### config.mk
export PLATFORM = sky130hd
export DESIGN_NAME = ann_sequencer_flat
export DESIGN_NICKNAME = d
export VERILOG_FILES = /design/src/rtl/ann_sequencer_if.sv /design/src/rtl/ann_sequencer.sv /design/src/flat_wrapper.sv
export SDC_FILE = /design/constraint.sdc
export NUM_CORES = 1
export LEC_CHECK = 0
export CORE_MARGIN = 8
export CORE_UTILIZATION = 60
export DETAILED_ROUTE_END_ITERATION = 10
export DONT_BUFFER_PORTS = 1
export MAX_ROUTING_LAYER = met4
export PLACE_DENSITY = 0.76
export SYNTH_ARGS = -nofsm -noshare
export SYNTH_HDL_FRONTEND = slang
export SYNTH_SLANG_ARGS = --single-unit
### constraint.sdc
create_clock -name clk -period 2.85 [get_ports clk]
set_input_delay 0.57 -clock clk [delete_from_list [all_inputs] [get_ports clk]]
set_output_delay 0.57 -clock clk [all_outputs]
set_load 0.02 [all_outputs]
### src/rtl/ann_sequencer_if.sv
// ANN sequencer bundle: start/status, parameter-memory read port
// and the single-MAC datapath strobes.
interface ann_sequencer_if #(
   parameter int ADDR_W = 10
);
   logic              start;
   logic              busy;
   logic              done;
   logic [ADDR_W-1:0] mem_addr;
   logic              mem_rd;
   logic              ld_in;
   logic              rst_sum;
   logic              ld_bias_LSB;
   logic              ld_bias_MSB;
   logic              ld_weight;
   logic              shift_in;
   logic              change;
   logic              ld_multiplication;
   logic              bias_addition;
   logic              ReLU_computation;
   logic              ld_max_func;
   logic [3:0]        ld_neuron;

   modport master (
      input  start,
      output busy, done, mem_addr, mem_rd,
      output ld_in, rst_sum, ld_bias_LSB, ld_bias_MSB,
      output ld_weight, shift_in, change, ld_multiplication,
      output bias_addition, ReLU_computation, ld_max_func,
      output ld_neuron
   );

   modport slave (
      output start,
      input  busy, done, mem_addr, mem_rd,
      input  ld_in, rst_sum, ld_bias_LSB, ld_bias_MSB,
      input  ld_weight, shift_in, change, ld_multiplication,
      input  bias_addition, ReLU_computation, ld_max_func,
      input  ld_neuron
   );
endinterface

### src/rtl/ann_sequencer.sv
// Control sequencer for the ANN single-MAC datapath: fetches inputs,
// then bias and weights per neuron, and strobes the datapath.
module ann_sequencer #(
   parameter int N_IN     = 32,
   parameter int N_NEURON = 10,
   parameter int ADDR_W   = 10,
   parameter int IN_BASE  = 0,
   parameter int W_BASE   = 32,
   parameter int B_BASE   = 352
) (
   input  logic            clk,
   input  logic            rst,
   ann_sequencer_if.master bus
);
   localparam int KW = (N_IN > 1) ? $clog2(N_IN) : 1;
   localparam logic [KW-1:0] K_LAST = KW'(N_IN - 1);
   localparam logic [KW-1:0] K_PEN  = KW'(N_IN - 2);
   localparam logic [3:0]    N_LAST = 4'(N_NEURON - 1);

   typedef enum logic [3:0] {
      IDLE, PRE, LOAD_IN, CLR, BIAS_L, BIAS_H,
      MAC, BIAS_ADD, RELU, MAX, DONE
   } state_t;

   state_t        state;
   logic [KW-1:0] k;
   logic [3:0]    n;

   // Outputs are set on the edge entering the state they belong to,
   // so each address goes out one cycle before its word is consumed.
   always_ff @(posedge clk) begin
      if (rst) begin
         state                 <= IDLE;
         k                     <= '0;
         n                     <= '0;
         bus.busy              <= 1'b0;
         bus.done              <= 1'b0;
         bus.mem_addr          <= '0;
         bus.mem_rd            <= 1'b0;
         bus.ld_in             <= 1'b0;
         bus.rst_sum           <= 1'b0;
         bus.ld_bias_LSB       <= 1'b0;
         bus.ld_bias_MSB       <= 1'b0;
         bus.ld_weight         <= 1'b0;
         bus.shift_in          <= 1'b0;
         bus.change            <= 1'b0;
         bus.ld_multiplication <= 1'b0;
         bus.bias_addition     <= 1'b0;
         bus.ReLU_computation  <= 1'b0;
         bus.ld_max_func       <= 1'b0;
         bus.ld_neuron         <= '0;
      end else begin
         bus.done              <= 1'b0;
         bus.mem_addr          <= '0;
         bus.mem_rd            <= 1'b0;
         bus.ld_in             <= 1'b0;
         bus.rst_sum           <= 1'b0;
         bus.ld_bias_LSB       <= 1'b0;
         bus.ld_bias_MSB       <= 1'b0;
         bus.ld_weight         <= 1'b0;
         bus.shift_in          <= 1'b0;
         bus.ld_multiplication <= 1'b0;
         bus.bias_addition     <= 1'b0;
         bus.ReLU_computation  <= 1'b0;
         bus.ld_max_func       <= 1'b0;
         unique case (state)
            IDLE: if (bus.start) begin
               state        <= PRE;
               bus.busy     <= 1'b1;
               bus.mem_rd   <= 1'b1;
               bus.mem_addr <= ADDR_W'(IN_BASE);
            end
            PRE: begin
               state     <= LOAD_IN;
               k         <= '0;
               bus.ld_in <= 1'b1;
               if (N_IN > 1) begin
                  bus.mem_rd   <= 1'b1;
                  bus.mem_addr <= ADDR_W'(IN_BASE + 1);
               end
            end
            LOAD_IN: if (k == K_LAST) begin
               state         <= CLR;
               k             <= '0;
               n             <= '0;
               bus.rst_sum   <= 1'b1;
               bus.ld_neuron <= '0;
               bus.mem_rd    <= 1'b1;
               bus.mem_addr  <= ADDR_W'(B_BASE);
            end else begin
               k         <= k + KW'(1);
               bus.ld_in <= 1'b1;
               if (k != K_PEN) begin
                  bus.mem_rd   <= 1'b1;
                  bus.mem_addr <= ADDR_W'(IN_BASE + int'(k) + 2);
               end
            end
            CLR: begin
               state           <= BIAS_L;
               bus.ld_bias_LSB <= 1'b1;
               bus.mem_rd      <= 1'b1;
               bus.mem_addr    <= ADDR_W'(B_BASE + 2 * int'(n) + 1);
            end
            BIAS_L: begin
               state           <= BIAS_H;
               bus.ld_bias_MSB <= 1'b1;
               bus.mem_rd      <= 1'b1;
               bus.mem_addr    <= ADDR_W'(W_BASE + int'(n) * N_IN);
            end
            BIAS_H: begin
               state                 <= MAC;
               k                     <= '0;
               bus.ld_weight         <= 1'b1;
               bus.shift_in          <= 1'b1;
               bus.change            <= ~bus.change;
               bus.ld_multiplication <= 1'b1;
               if (N_IN > 1) begin
                  bus.mem_rd   <= 1'b1;
                  bus.mem_addr <= ADDR_W'(W_BASE + int'(n) * N_IN + 1);
               end
            end
            MAC: if (k == K_LAST) begin
               state             <= BIAS_ADD;
               k                 <= '0;
               bus.bias_addition <= 1'b1;
            end else begin
               k             <= k + KW'(1);
               bus.ld_weight <= 1'b1;
               bus.shift_in  <= 1'b1;
               bus.change    <= ~bus.change;
               if (k != K_PEN) begin
                  bus.mem_rd   <= 1'b1;
                  bus.mem_addr <=
                     ADDR_W'(W_BASE + int'(n) * N_IN + int'(k) + 2);
               end
            end
            BIAS_ADD: begin
               state                <= RELU;
               bus.ReLU_computation <= 1'b1;
            end
            RELU: if (n == N_LAST) begin
               state           <= MAX;
               bus.ld_max_func <= 1'b1;
               bus.ld_neuron   <= '0;
            end else begin
               state         <= CLR;
               n             <= n + 4'd1;
               bus.rst_sum   <= 1'b1;
               bus.ld_neuron <= n + 4'd1;
               bus.mem_rd    <= 1'b1;
               bus.mem_addr  <= ADDR_W'(B_BASE + 2 * (int'(n) + 1));
            end
            MAX: begin
               state    <= DONE;
               bus.done <= 1'b1;
               bus.busy <= 1'b0;
            end
            DONE: begin
               state <= IDLE;
               n     <= '0;
               k     <= '0;
            end
            default: state <= IDLE;
         endcase
      end
   end
endmodule

### src/flat_wrapper.sv
// flat-port wrapper written by rule: the top's interface ports become plain ports
module ann_sequencer_flat 
#(
   parameter int N_IN     = 32,
   parameter int N_NEURON = 10,
   parameter int ADDR_W   = 10,
   parameter int IN_BASE  = 0,
   parameter int W_BASE   = 32,
   parameter int B_BASE   = 352
)
  (clk, rst, bus_start, bus_busy, bus_done, bus_mem_addr, bus_mem_rd, bus_ld_in, bus_rst_sum, bus_ld_bias_LSB, bus_ld_bias_MSB, bus_ld_weight, bus_shift_in, bus_change, bus_ld_multiplication, bus_bias_addition, bus_ReLU_computation, bus_ld_max_func, bus_ld_neuron);
  ann_sequencer_if #(.ADDR_W(ADDR_W)) bus_i ();
  input  logic clk;
  input  logic rst;
  input wire logic [$bits(bus_i.start)-1:0] bus_start;
  output wire logic [$bits(bus_i.busy)-1:0] bus_busy;
  output wire logic [$bits(bus_i.done)-1:0] bus_done;
  output wire logic [$bits(bus_i.mem_addr)-1:0] bus_mem_addr;
  output wire logic [$bits(bus_i.mem_rd)-1:0] bus_mem_rd;
  output wire logic [$bits(bus_i.ld_in)-1:0] bus_ld_in;
  output wire logic [$bits(bus_i.rst_sum)-1:0] bus_rst_sum;
  output wire logic [$bits(bus_i.ld_bias_LSB)-1:0] bus_ld_bias_LSB;
  output wire logic [$bits(bus_i.ld_bias_MSB)-1:0] bus_ld_bias_MSB;
  output wire logic [$bits(bus_i.ld_weight)-1:0] bus_ld_weight;
  output wire logic [$bits(bus_i.shift_in)-1:0] bus_shift_in;
  output wire logic [$bits(bus_i.change)-1:0] bus_change;
  output wire logic [$bits(bus_i.ld_multiplication)-1:0] bus_ld_multiplication;
  output wire logic [$bits(bus_i.bias_addition)-1:0] bus_bias_addition;
  output wire logic [$bits(bus_i.ReLU_computation)-1:0] bus_ReLU_computation;
  output wire logic [$bits(bus_i.ld_max_func)-1:0] bus_ld_max_func;
  output wire logic [$bits(bus_i.ld_neuron)-1:0] bus_ld_neuron;
  assign bus_i.start = bus_start;
  assign bus_busy = bus_i.busy;
  assign bus_done = bus_i.done;
  assign bus_mem_addr = bus_i.mem_addr;
  assign bus_mem_rd = bus_i.mem_rd;
  assign bus_ld_in = bus_i.ld_in;
  assign bus_rst_sum = bus_i.rst_sum;
  assign bus_ld_bias_LSB = bus_i.ld_bias_LSB;
  assign bus_ld_bias_MSB = bus_i.ld_bias_MSB;
  assign bus_ld_weight = bus_i.ld_weight;
  assign bus_shift_in = bus_i.shift_in;
  assign bus_change = bus_i.change;
  assign bus_ld_multiplication = bus_i.ld_multiplication;
  assign bus_bias_addition = bus_i.bias_addition;
  assign bus_ReLU_computation = bus_i.ReLU_computation;
  assign bus_ld_max_func = bus_i.ld_max_func;
  assign bus_ld_neuron = bus_i.ld_neuron;
  ann_sequencer #(.N_IN(N_IN), .N_NEURON(N_NEURON), .ADDR_W(ADDR_W), .IN_BASE(IN_BASE), .W_BASE(W_BASE), .B_BASE(B_BASE)) u_core (.clk(clk), .rst(rst), .bus(bus_i));
endmodule
== Word-level counts from Yosys, hierarchy flattened ==
Cells that the tools add are included.

* Register bits after elaboration: 40
* Bits in latches: 0
* Memory bits (writable): 0
* Bits in read-only memories: 0
* Word-level logic and storage cells: 105
* Memories kept: 0

* $add $sub $neg: 11
* Multipliers: 0
* Divide/modulo/power cells: 0
* Order comparisons: 0
* Eq/ne operators: 18
* Shift operators: 0
* Mux-type cells: 39
* Bitwise logic cells: 3
* Reduce and logical (&&, ||, !) cells: 16

{| class="wikitable"
|+ Operators by type and width
! cell !! number
|-
| $pmux 10 s7 || 1
|-
| $mux 10 || 5
|-
| $pmux 4 s10 || 1
|-
| $mux 4 || 7
|-
| $add 10x2->10 const B || 2
|-
| $eq 4x3->1 const B || 4
|-
| $eq 4x4->1 const B || 4
|-
| $mux 1 || 15
|-
| $pmux 4 s3 || 1
|-
| $add 10x10->10 const A || 1
|-
| $add 10x3->10 const B || 1
|-
| $add 10x6->10 || 1
|-
| $add 6x9->10 const A || 1
|-
| $add 9x5->10 const A || 1
|-
| $pmux 1 s2 || 5
|-
| $pmux 5 s2 || 1
|-
| $eq 4x2->1 const B || 2
|-
| $pmux 4 s2 || 1
|-
| $reduce_bool 2->1 || 4
|-
| $add 5x2->6 const B || 1
|-
| $ne 2x2->1 const B || 3
|-
| $reduce_and 2->1 || 3
|-
| $reduce_and 3->1 || 2
|-
| $reduce_or 2->1 || 3
|-
| other kinds (14) || 17
|}

== Logic depth before layout (Yosys ltp) ==
* Depth after elaboration: 6
* Gate-level depth with buffers: 9
* Mapped depth without buffers: 7

== Worst setup path after synthesis ==
Ideal clock, no wire load.

* Path type: register to register
* From: reg u_core.k[0]
* To: reg u_core.bus.mem_addr[2]
* Library setup time: 0.070 ns
* Arrival time: 2.058 ns
* Setup slack: 0.722 ns
* Stages on the path, launching flop included: 10
* Cells stage by stage: dfxtp_1 -> ha_1 -> and3_1 -> ha_1 -> buf_2 -> or4b_1 -> clkbuf_1 -> a41oi_2 -> a22oi_1 -> a21oi_1

* Cells in the longest elaborated chain, start to end: 5
* Elaborated cells on any way between the ends: 10

{| class="wikitable"
|+ RTL lines
! what !! RTL line !! RTL
|-
| from (decl) || ann_sequencer.sv:26 || <nowiki>logic [KW-1:0] k;</nowiki>
|-
| from (signal assigned) || ann_sequencer.sv:91 || <nowiki>k <= k + KW'(1);</nowiki>
|-
| from (signal assigned) || ann_sequencer.sv:127 || <nowiki>k <= k + KW'(1);</nowiki>
|-
| $add 10x6->10 || ann_sequencer.sv:134 || <nowiki>ADDR_W'(W_BASE + int'(n) * N_IN + int'(k) + 2);</nowiki>
|-
| $add 10x3->10 || ann_sequencer.sv:134 ||
|-
| $mux 10 || ann_sequencer.sv:131 || <nowiki>if (k != K_PEN) begin</nowiki>
|-
| $mux 10 || ann_sequencer.sv:122 || <nowiki>MAC: if (k == K_LAST) begin</nowiki>
|-
| $pmux 10 s7 * || ann_sequencer.sv:66 || <nowiki>unique case (state)</nowiki>
|-
| to (signal assigned) || ann_sequencer.sv:71 || <nowiki>bus.mem_addr <= ADDR_W'(IN_BASE);</nowiki>
|-
| to (signal assigned) || ann_sequencer.sv:119 || <nowiki>bus.mem_addr <= ADDR_W'(W_BASE + int'(n) * N_IN + 1);</nowiki>
|-
| to (signal assigned) || ann_sequencer.sv:133 || <nowiki>bus.mem_addr <=</nowiki>
|-
| to (decl) || ann_sequencer_if.sv:26 || <nowiki>output busy, done, mem_addr, mem_rd,</nowiki>
|}

Mark *: on every way between the ends. The rest lies on a longest branch, timed or not.
A chain may end at the register's enable or synchronous reset.

== Worst setup path after layout ==
* From: reg u_core.k[1]
* To: reg u_core.bus.mem_addr[1]

The elaborated chain is that of the path after synthesis.

==> out/metrics.cfg <==
[synthesis]
synth_top_family_by_area=simple AND/OR/NAND/NOR gates
yosysMostFrequentCell=dfxtp_1
syn-num-nets=263
ys_seq_elements=40
synth_edf_count=0
synth-main-ff-cell=dfxtp_1
synth_top_area_cell=dfxtp_1
syn_avg_cell_area_um2=8.46
synth-simple-area-share_pct=26.9
ys_top_cells_by_area=dfxtp_1 37%, a21oi_1 5.8%, ha_1 4.1%
yosysWarnings=0
netlist.area_leader.share_pct=37.4
synth_common_cells=40 x dfxtp_1, 25 x a21oi_1, 21 x nor2_1, 18 x nand2_1, 11 x clkbuf_1
synthAdderAreaFrac_pct=4.09
syn_area_um2=2140
synth_mux_area_share_pct=0.468
synthXorXnorAreaFrac_pct=2.05
yosysUniqueCellTypes=56
syn_inst=253
synthArstFlopShare_pct=0
ys_seq_area_share_pct=37.4
synth_compound_area_share_pct=22.5

[setup_path]
slowest_stage=or4b_1
path_cells=ha_1 -> and3_1 -> ha_1 -> or4b_1 -> a41oi_2 -> nand2b_1 -> a31oi_1
cp.required_ns=3.13
path_common_cell=ha_1
cp-start-kind=register
cp_slowest_stage_delay_ns=0.64
cp-end-kind=register
crit_arrival_ns=2.64
worstPathMaxFanout=10
critical_path_class=reg2reg

[cells_and_area]
finish.instance_area_um2=2170
antenna_cells=0
fin_util_pct=63.9
num-nets-final=251
syn2layout_area_growth_pct=1.29
drive_gt1_share_pct=9.50

[cts]
h-tree-depth=2
cts_setup_buffers=0
cts_hold_buf=0
clk_root_buffer_cell=clkbuf_4
clock_sinks=40
cts_tree=done
numCtsBuffers=5
ctsLongestPathBuffers=2
path_clk_slew_ns=0.13
ctsResizeCount=0
clock_latency_ns=0.36

[sta]
worst_pin_slew_ns=0.770
fmax_mhz=425
clock_skew_ns=0.0193
hold_violations=0
tns_ns=0
setup_violations=0
fin_crit_sh_pct=82.6
max_slew_margin_pct=48.6
rsz0062_at_grt=false
drv_slew=0
period_needed_ns=2.36

[hold_path]
min_path_type=in2reg

[routing]
finalWirelength_um=4860
drc_errors=0
drtPass1Iterations=4
dr.first_iter.drc_count=237
num_vias=1838
vias_per_cell=6.38
drt-wirelength-per-cell_um=16.9
ant_nets=0

[global_route]
grt_max_degree=31
grt_usage_pct=18.2
grt_pass1_vias=1617
grt_pass1_wl_um=7760
grt_overflow=0
antenna_found_initial=0

[place]
routabilityCongestion=0.942
io_buffers=0
dpl_cell_area_um2=2110
dp_hpwl_um=3340

[run]
cap_violations=0

[pwr]
netSwitchingPower_uw=535
power.leakage_uw=0.000798
p_per_area_nw_per_um2=655
intPower_uw=886
combPwrFrac_pct=30.7
irDropWorstVdd_v=0.000397
swShare_pct=37.6
p_seq_share_pct=48.0
clock_power_share_pct=21.3
power_uw=1420

[floorplan]
die_area_um2=5730
die_h_um=75.7
rows=21
die_w_um=75.7
design.core.area_um2=3390
start_util_pct=63.1
pin_count=31

[status]
status=finished, final reports clean

cells in the final DEF (no fill, tap or decap), types with 4 or more instances in the layout:
cell,n
a21oi_1,25
a2bb2oi_1,4
a31oi_1,4
and3_1,5
buf_4,4
clkbuf_4,5
dfxtp_1,40
ha_1,7
inv_1,5
nand2_1,18
nand2b_1,4
nand3_1,9
nor2_1,21
nor2b_1,8
nor3_1,7
o21ai_0,9
logic make-up (layout without fill, tap and decap cells):
family          after synthesis  count (layout)
fa+ha+maj                     7               7
mux                           1               1
buf+inv                      28              17
compound gates               71              71
simple gates                101             101
xor+xnor                      5               5
flops                        40              40
final cells by class:
class	count	area, µm²
tap	46	57.6
timing repair buffer	4	30.0
clock buffer	6	51.3
inverter	5	18.8
sequential	40	801
fill	285	1220
multi-input combinational	185	1200
clock inverter	2	10.0
through the flow:
step / instances / setup slack [ns] / hold slack [ns]
global route: 288 / 0.329 / 0.256
global placement: 280 / 0.656 / 0.538
finish: 288 / 0.495 / 0.262
floorplan: 253 / 0.722 / 0.502
detailed placement: 280 / 0.570 / 0.549
CTS: 288 / 0.534 / 0.260
metal layers:
metal	wire (µm)	part of all wire [%]	global-route usage, %	vias up
met3	406	8.4	5.66	9
met5	0	0	-	-
met4	91	1.9	8.32	0
li1	-	-	-	894
met1	2210	46	23.2	850
met2	2150	44	25.7	85
worst paths after layout:
path	endpoint	from	cells past startpoint	slack [ns]
max	u_core.bus.mem_addr[1]$_SDFF_PP0_	u_core.k[1]$_SDFFE_PP0P_	7	0.49
max reg2reg	u_core.bus.mem_addr[1]$_SDFF_PP0_	u_core.k[1]$_SDFFE_PP0P_	7	0.49
min reg2reg	u_core.bus.ld_neuron[1]$_SDFFE_PP0P_	u_core.bus.ld_neuron[1]$_SDFFE_PP0P_	2	0.56
min	u_core.bus.busy$_SDFFE_PP0P_	rst	1	0.26
critical path: cells and delay by family, from the launching register on:
family                     cells  cell delay (ns)
adders and majority gates      2             0.53
DFF                            1             0.40
AOI/OAI and AO/OA              2             0.42
and+or+nand+nor                3             0.92
state kept, by name, indices dropped and copies added, names as in the netlist, 4 cells and up:
name / flops
u_core.k: 5
u_core.bus.ld_neuron: 4
u_core.n: 4
u_core.state: 4
u_core.bus.mem_addr: 10
power by group through the flow:
| stage | Clock, µW | Combinational [µW] | Sequential, µW |
|---|---|---|---|
| 2_1_floorplan | 0 | 382 | 666 |
| 3_3_place_gp | 0 | 432 | 693 |
| 3_5_place_dp | 0 | 429 | 696 |
| 4_1_cts | 309 | 430 | 683 |
| 5_1_grt | 327 | 484 | 689 |
| 6_report | 302 | 436 | 682 |
Note: power is estimated with default switching activity, not from simulation.
